===== config.mk =====
export PLATFORM = sky130hd
export DESIGN_NAME = switch_box_config_loader
export DESIGN_NICKNAME = d
export VERILOG_FILES = /design/src/rtl/fpga250_cfg_pkg.sv /design/src/rtl/switch_box_config_loader_counter.sv /design/src/rtl/switch_box_config_loader.sv
export SDC_FILE = /design/constraint.sdc
export NUM_CORES = 1
export LEC_CHECK = 0
export ABC_AREA = 1
export CAP_MARGIN = 20
export CORE_UTILIZATION = 40
export DETAILED_ROUTE_END_ITERATION = 7
export DONT_BUFFER_PORTS = 1
export SYNTH_ARGS = -nofsm -noshare
export SYNTH_HDL_FRONTEND = slang
export SYNTH_SLANG_ARGS = --single-unit

===== constraint.sdc =====
create_clock -name clk -period 1.8 [get_ports clk]
set_input_delay 0.18 -clock clk [delete_from_list [all_inputs] [get_ports clk]]
set_output_delay 0.18 -clock clk [all_outputs]
set_load 0.01 [all_outputs]

===== src/rtl/fpga250_cfg_pkg.sv =====
// Shared configuration-loader definitions for the fpga250 tile fabric.
// Holds the per-track bit budget and the loader FSM state encoding.
package fpga250_cfg_pkg;

   localparam int CFG_BITS_PER_TRACK = 6;

   typedef enum logic [1:0] {
      CFG_IDLE  = 2'd0,
      CFG_SHIFT = 2'd1,
      CFG_FULL  = 2'd2
   } cfg_state_e;

   function automatic int cfg_width(input int tracks);
      return tracks * CFG_BITS_PER_TRACK;
   endfunction

endpackage


===== src/rtl/switch_box_config_loader_counter.sv =====
// Saturating bit counter for the configuration loader.
// Counts accepted shifts up to MAX and holds there; clear wins over increment.
module cfg_bit_counter #(
   parameter int MAX = 48,
   localparam int CNTW = $clog2(MAX + 1)
) (
   input  logic            clk,
   input  logic            rst_n,
   input  logic            inc,
   input  logic            clr,
   output logic [CNTW-1:0] count,
   output logic            full
);

   assign full = (count == CNTW'(MAX));

   always_ff @(posedge clk) begin
      if (!rst_n) begin
         count <= '0;
      end else if (clr) begin
         count <= '0;
      end else if (inc && !full) begin
         count <= count + 1'b1;
      end
   end

endmodule


===== src/rtl/switch_box_config_loader.sv =====
// Serial configuration loader for one switch box: shifts a frame in, passes it
// down the daisy chain, and atomically commits a complete frame to c.
module switch_box_config_loader
   import fpga250_cfg_pkg::*;
#(
   parameter int W = 8,
   localparam int CW = W * CFG_BITS_PER_TRACK
) (
   input  logic          clk,
   input  logic          rst_n,
   input  logic          cfg_en,
   input  logic          cfg_in,
   input  logic          cfg_commit,
   output logic          cfg_out,
   output logic [CW-1:0] c,
   output logic          cfg_done,
   output logic          cfg_err,
   output logic          cfg_loaded
);

   localparam int CNTW = $clog2(CW + 1);

   logic [CW-1:0]   shift_q;
   logic [CNTW-1:0] cnt;
   logic            cnt_full;
   cfg_state_e      state_q;
   cfg_state_e      state_d;
   logic            shift_acc;
   logic            commit_ok;
   logic            commit_bad;

   // A commit always wins the cycle, so a simultaneous shift is discarded.
   assign shift_acc  = cfg_en && !cfg_commit;
   assign commit_ok  = cfg_commit && (state_q == CFG_FULL) && cnt_full;
   assign commit_bad = cfg_commit && !commit_ok;

   cfg_bit_counter #(
      .MAX (CW)
   ) u_cnt (
      .clk   (clk),
      .rst_n (rst_n),
      .inc   (shift_acc),
      .clr   (commit_ok),
      .count (cnt),
      .full  (cnt_full)
   );

   always_ff @(posedge clk) begin
      if (!rst_n) begin
         shift_q <= '0;
      end else if (shift_acc) begin
         shift_q <= {shift_q[CW-2:0], cfg_in};
      end
   end

   // Pass-through comes straight from the register MSB, never from cfg_in.
   assign cfg_out = shift_q[CW-1];

   always_ff @(posedge clk) begin
      if (!rst_n) begin
         state_q <= CFG_IDLE;
      end else begin
         state_q <= state_d;
      end
   end

   always_comb begin
      state_d = state_q;
      case (state_q)
         CFG_IDLE: begin
            if (shift_acc) begin
               state_d = CFG_SHIFT;
            end
         end
         CFG_SHIFT: begin
            if (shift_acc && (cnt == CNTW'(CW - 1))) begin
               state_d = CFG_FULL;
            end
         end
         CFG_FULL: begin
            state_d = CFG_FULL;
         end
         default: begin
            state_d = CFG_IDLE;
         end
      endcase
      if (commit_ok) begin
         state_d = CFG_IDLE;
      end
   end

   // The active frame only moves on a whole-frame commit, so the switch box
   // never sees bits that are still in flight.
   always_ff @(posedge clk) begin
      if (!rst_n) begin
         c          <= '0;
         cfg_done   <= 1'b0;
         cfg_err    <= 1'b0;
         cfg_loaded <= 1'b0;
      end else begin
         cfg_done <= commit_ok;
         if (commit_ok) begin
            c          <= shift_q;
            cfg_loaded <= 1'b1;
         end
         if (commit_bad) begin
            cfg_err <= 1'b1;
         end
      end
   end

endmodule


==> impl_metrics.csv <==
group,metric,value,unit
pwr,ir_drop,405.6,µV
floorplan,core,9196,µm²
synth,syn_avg_cell_area,7.955,µm²
sta,worst_slew_pin_tran,326.6,ps
drt,avgRoutedWirePerCell,12.49,µm
placement,placed_cell_area,3841,µm²
final_layout,fin_nets,479,
critical_path,crit_required,2090,ps
synth,yosysTopAreaCellShare,56.69,%
critical_path,arrival,1810,ps
synth,synth-seq-cells,107,
drt,vias,2808,
sta,fmax,0.6578,GHz
synth,synth_warnings,0,
floorplan,num_rows,35,
placement,numPortBuffers,0,
sta,final.setup.tns,0,ps
pwr,pwr_density_cell,1067,nW/µm²
sta,setup_violations,0,
drt,detail_route.drc_violations,0,
sta,fin_crit,1520,ps
critical_path,cp-start-kind,"flip-flop",
pwr,power_leakage,1.749,nW
synth,yosys.cell_types.count,20,
clock_network,clk_pin_slew,100,ps
drt,first_pass_iters,4,
placement,dpl.hpwl,4666,µm
clock_network,ctsHtreeMaxLevel,3,
grt,antenna_found_initial,0,
final_layout,final_layout_size_suffix_gt1_share,6.329,%
drt,routed_via_density,4.800,
drt,route.final.wire_length,7308,µm
clock_network,cts_tree,"done",
final_layout,antenna_cells_inserted,0,
grt,groute.usage.overall,15.67,%
final_layout,regArea,2142,µm²
grt,first_pass_grt_wire_length,12330,µm
synth,library_cell_with_the_largest_summed_area_after_synthesis,"sky130_fd_sc_hd__dfxtp_1",
grt,globalRoute.totalOverflow,0,
floorplan,design.portCount,57,
drt,antenna_left,0,
sta,final.hold.worst_slack,39.22,ps
sta,rsz0062_at_grt,"false",
sta,final_cycle_share,84.46,%
floorplan,chip_height,99.20,µm
grt,grt_pass1_vias,2643,
synth,post_synth_main_area_contributors,"sky130_fd_sc_hd__dfxtp_1 57%, sky130_fd_sc_hd__nand2_1 13%, sky130_fd_sc_hd__o21ai_0 6.5%",
synth,syn_nets,485,
critical_path,path_class,"reg -> reg",
critical_path,highest_fanout_seen_on_the_critical_path,27,
floorplan,dieArea,9840,µm²
placement,place.gp.congestion,0.7705,
floorplan,effective_utilization_at_floorplan,41.09,%
final_layout,fillers,956,
sta,max-slew-margin-rel,78.23,%
critical_path,critPathCaptureType,"flip-flop",
final_layout,finalInstanceArea,4081,µm²
clock_network,clock_tree.buffer_depth,2,
sta,post-route-worst-setup-slack,279.7,ps
placement,preCtsSetupSlack,224.1,ps
synth,synth.yosys.seq_area_share,56.69,%
flow_run,max_cap_viol_count,0,
drt,detail_route.iter0.violations,85,
sta,hold_violations,0,
status,outcome,"completed",
min_path,holdCritPathClass,"in -> reg",
clock_network,buffers_inserted_during_post_cts_setup_optimization,0,
floorplan,die_width,99.20,µm
final_layout,final_core_utilization,44.38,%
sta,final.setup_skew,9.144,ps
final_layout,multi_input_area,1371,µm²
grt,grt_start_max_net_pins,51,
final_layout,syn_to_final_growth,8.013,%
clock_network,cts-root-buf,"sky130_fd_sc_hd__clkbuf_8",
synth,syn_area,3779,µm²
critical_path,r2r_cell_count,8,
clock_network,clkSinkCount,107,
synth,netlist_instances,475,
clock_network,worst_skew_pair.late_latency,360,ps
min_path,min_path_cells,2,
clock_network,number_of_buffers_created_by_cts,9,
sta,slew_violations,0,
[cells by family (layout without fill, tap and decap cells)]
| group | count (synthesis) | in the layout | synth area share [%] |
|---|---|---|---|
| XOR/XNOR | 3 | 3 | 0.6955 |
| AND/OR/NAND/NOR | 203 | 203 | 20.89 |
| buffers and inverters | 60 | 59 | 7.219 |
| adder cells (fa/ha/maj) | 5 | 5 | 1.656 |
| AO/OA/AOI/OAI | 97 | 97 | 12.85 |
| flip-flops | 107 | 107 | 56.69 |
[power by group]
group          total (mW)  switching, mW  leakage (nW)  internal [mW]
Combinational       0.334          0.216         0.770          0.118
Clock                1.51          0.806         0.108          0.699
Sequential           2.52         0.0605         0.871           2.46
Total                4.36           1.08          1.75           3.27
[Yosys cell counts]
cell type and count:
sky130_fd_sc_hd__nand2_2 1, sky130_fd_sc_hd__o21ai_1 19, sky130_fd_sc_hd__buf_1 1, sky130_fd_sc_hd__nand3_1 3
sky130_fd_sc_hd__buf_4 3, sky130_fd_sc_hd__dfxtp_1 107, sky130_fd_sc_hd__buf_6 3, sky130_fd_sc_hd__ha_1 5
sky130_fd_sc_hd__clkinv_1 1, sky130_fd_sc_hd__nor2_4 2, sky130_fd_sc_hd__buf_2 11, sky130_fd_sc_hd__inv_1 32
sky130_fd_sc_hd__clkbuf_1 7, sky130_fd_sc_hd__nand2_1 133, sky130_fd_sc_hd__nor2_1 63, sky130_fd_sc_hd__nand3_2 1
sky130_fd_sc_hd__inv_2 2, sky130_fd_sc_hd__o21ai_0 49, sky130_fd_sc_hd__xor2_1 3, sky130_fd_sc_hd__a21oi_1 29
[sequential cells by signal, indices dropped and copies added, names as in the netlist]
name         cells
cfg_loaded       1
state_q          2
cfg_done         1
shift_q         48
u_cnt.count      6
c               48
cfg_err          1
[critical path, stage by stage, from the launching register on]
cell                      delay [ps]
sky130_fd_sc_hd__dfxtp_1         410
sky130_fd_sc_hd__inv_1            90
sky130_fd_sc_hd__ha_1            210
sky130_fd_sc_hd__nand3_2         110
sky130_fd_sc_hd__nor2_4           50
sky130_fd_sc_hd__nor2_4          120
sky130_fd_sc_hd__buf_12          180
sky130_fd_sc_hd__inv_1           130
sky130_fd_sc_hd__a21oi_1         130
[per-stage QoR]
stage                     instances  total power, mW
after floorplan                 475            2.814
after global placement          567            2.860
after detailed placement        567            2.885
after CTS                       585            4.424
after global routing            585            4.603
final                           585            4.356
[area by class of cell]
| type | count | share of cell area [%] |
|---|---|---|
| clock buffer | 10 | 3.372 |
| clock inverter | 6 | 1.717 |
| inverter | 35 | 3.280 |
| multi-input combinational | 308 | 33.60 |
| sequential | 107 | 52.48 |
| tap | 111 | 3.403 |
| timing repair buffer | 8 | 2.146 |
[what timing repair did]
action                                 in CTS  in global routing
gates resized for setup                     0                  2
endpoints found under the hold margin      50                  0
setup endpoints to repair                   0                  4
hold buffers                                2                  0
[path summary, 6_finish.rpt]
kind	startpoint	endpoint	slack [ps]
setup / recovery	u_cnt.count[0]	u_cnt.count[0]	280
hold / removal	cfg_in	shift_q[0]	40
setup reg to reg	u_cnt.count[0]	u_cnt.count[0]	280
hold reg to reg	shift_q[25]	c[25]	460
[layout by cell type, fill, tap and decap left out, types with 5 or more instances in the layout]
cell type / instances
sky130_fd_sc_hd__o21ai_0: 49
sky130_fd_sc_hd__clkbuf_8: 10
sky130_fd_sc_hd__inv_1: 32
sky130_fd_sc_hd__dfxtp_1: 107
sky130_fd_sc_hd__a21oi_1: 29
sky130_fd_sc_hd__nand2_1: 133
sky130_fd_sc_hd__ha_1: 5
sky130_fd_sc_hd__nor2_1: 62
sky130_fd_sc_hd__o21ai_1: 19
sky130_fd_sc_hd__buf_4: 5
[layer usage]
| metal | vias up | GRT usage [%] | part of all wire, % |
|---|---|---|---|
| li1 | 1483 | - | - |
| met1 | 1264 | 19.84 | 48 |
| met2 | 51 | 24.21 | 44 |
| met3 | 10 | 5.341 | 6.6 |
| met4 | 0 | 7.127 | 1.7 |
| met5 | - | 0 | 0 |
Note: power is estimated with default switching activity, not from simulation.
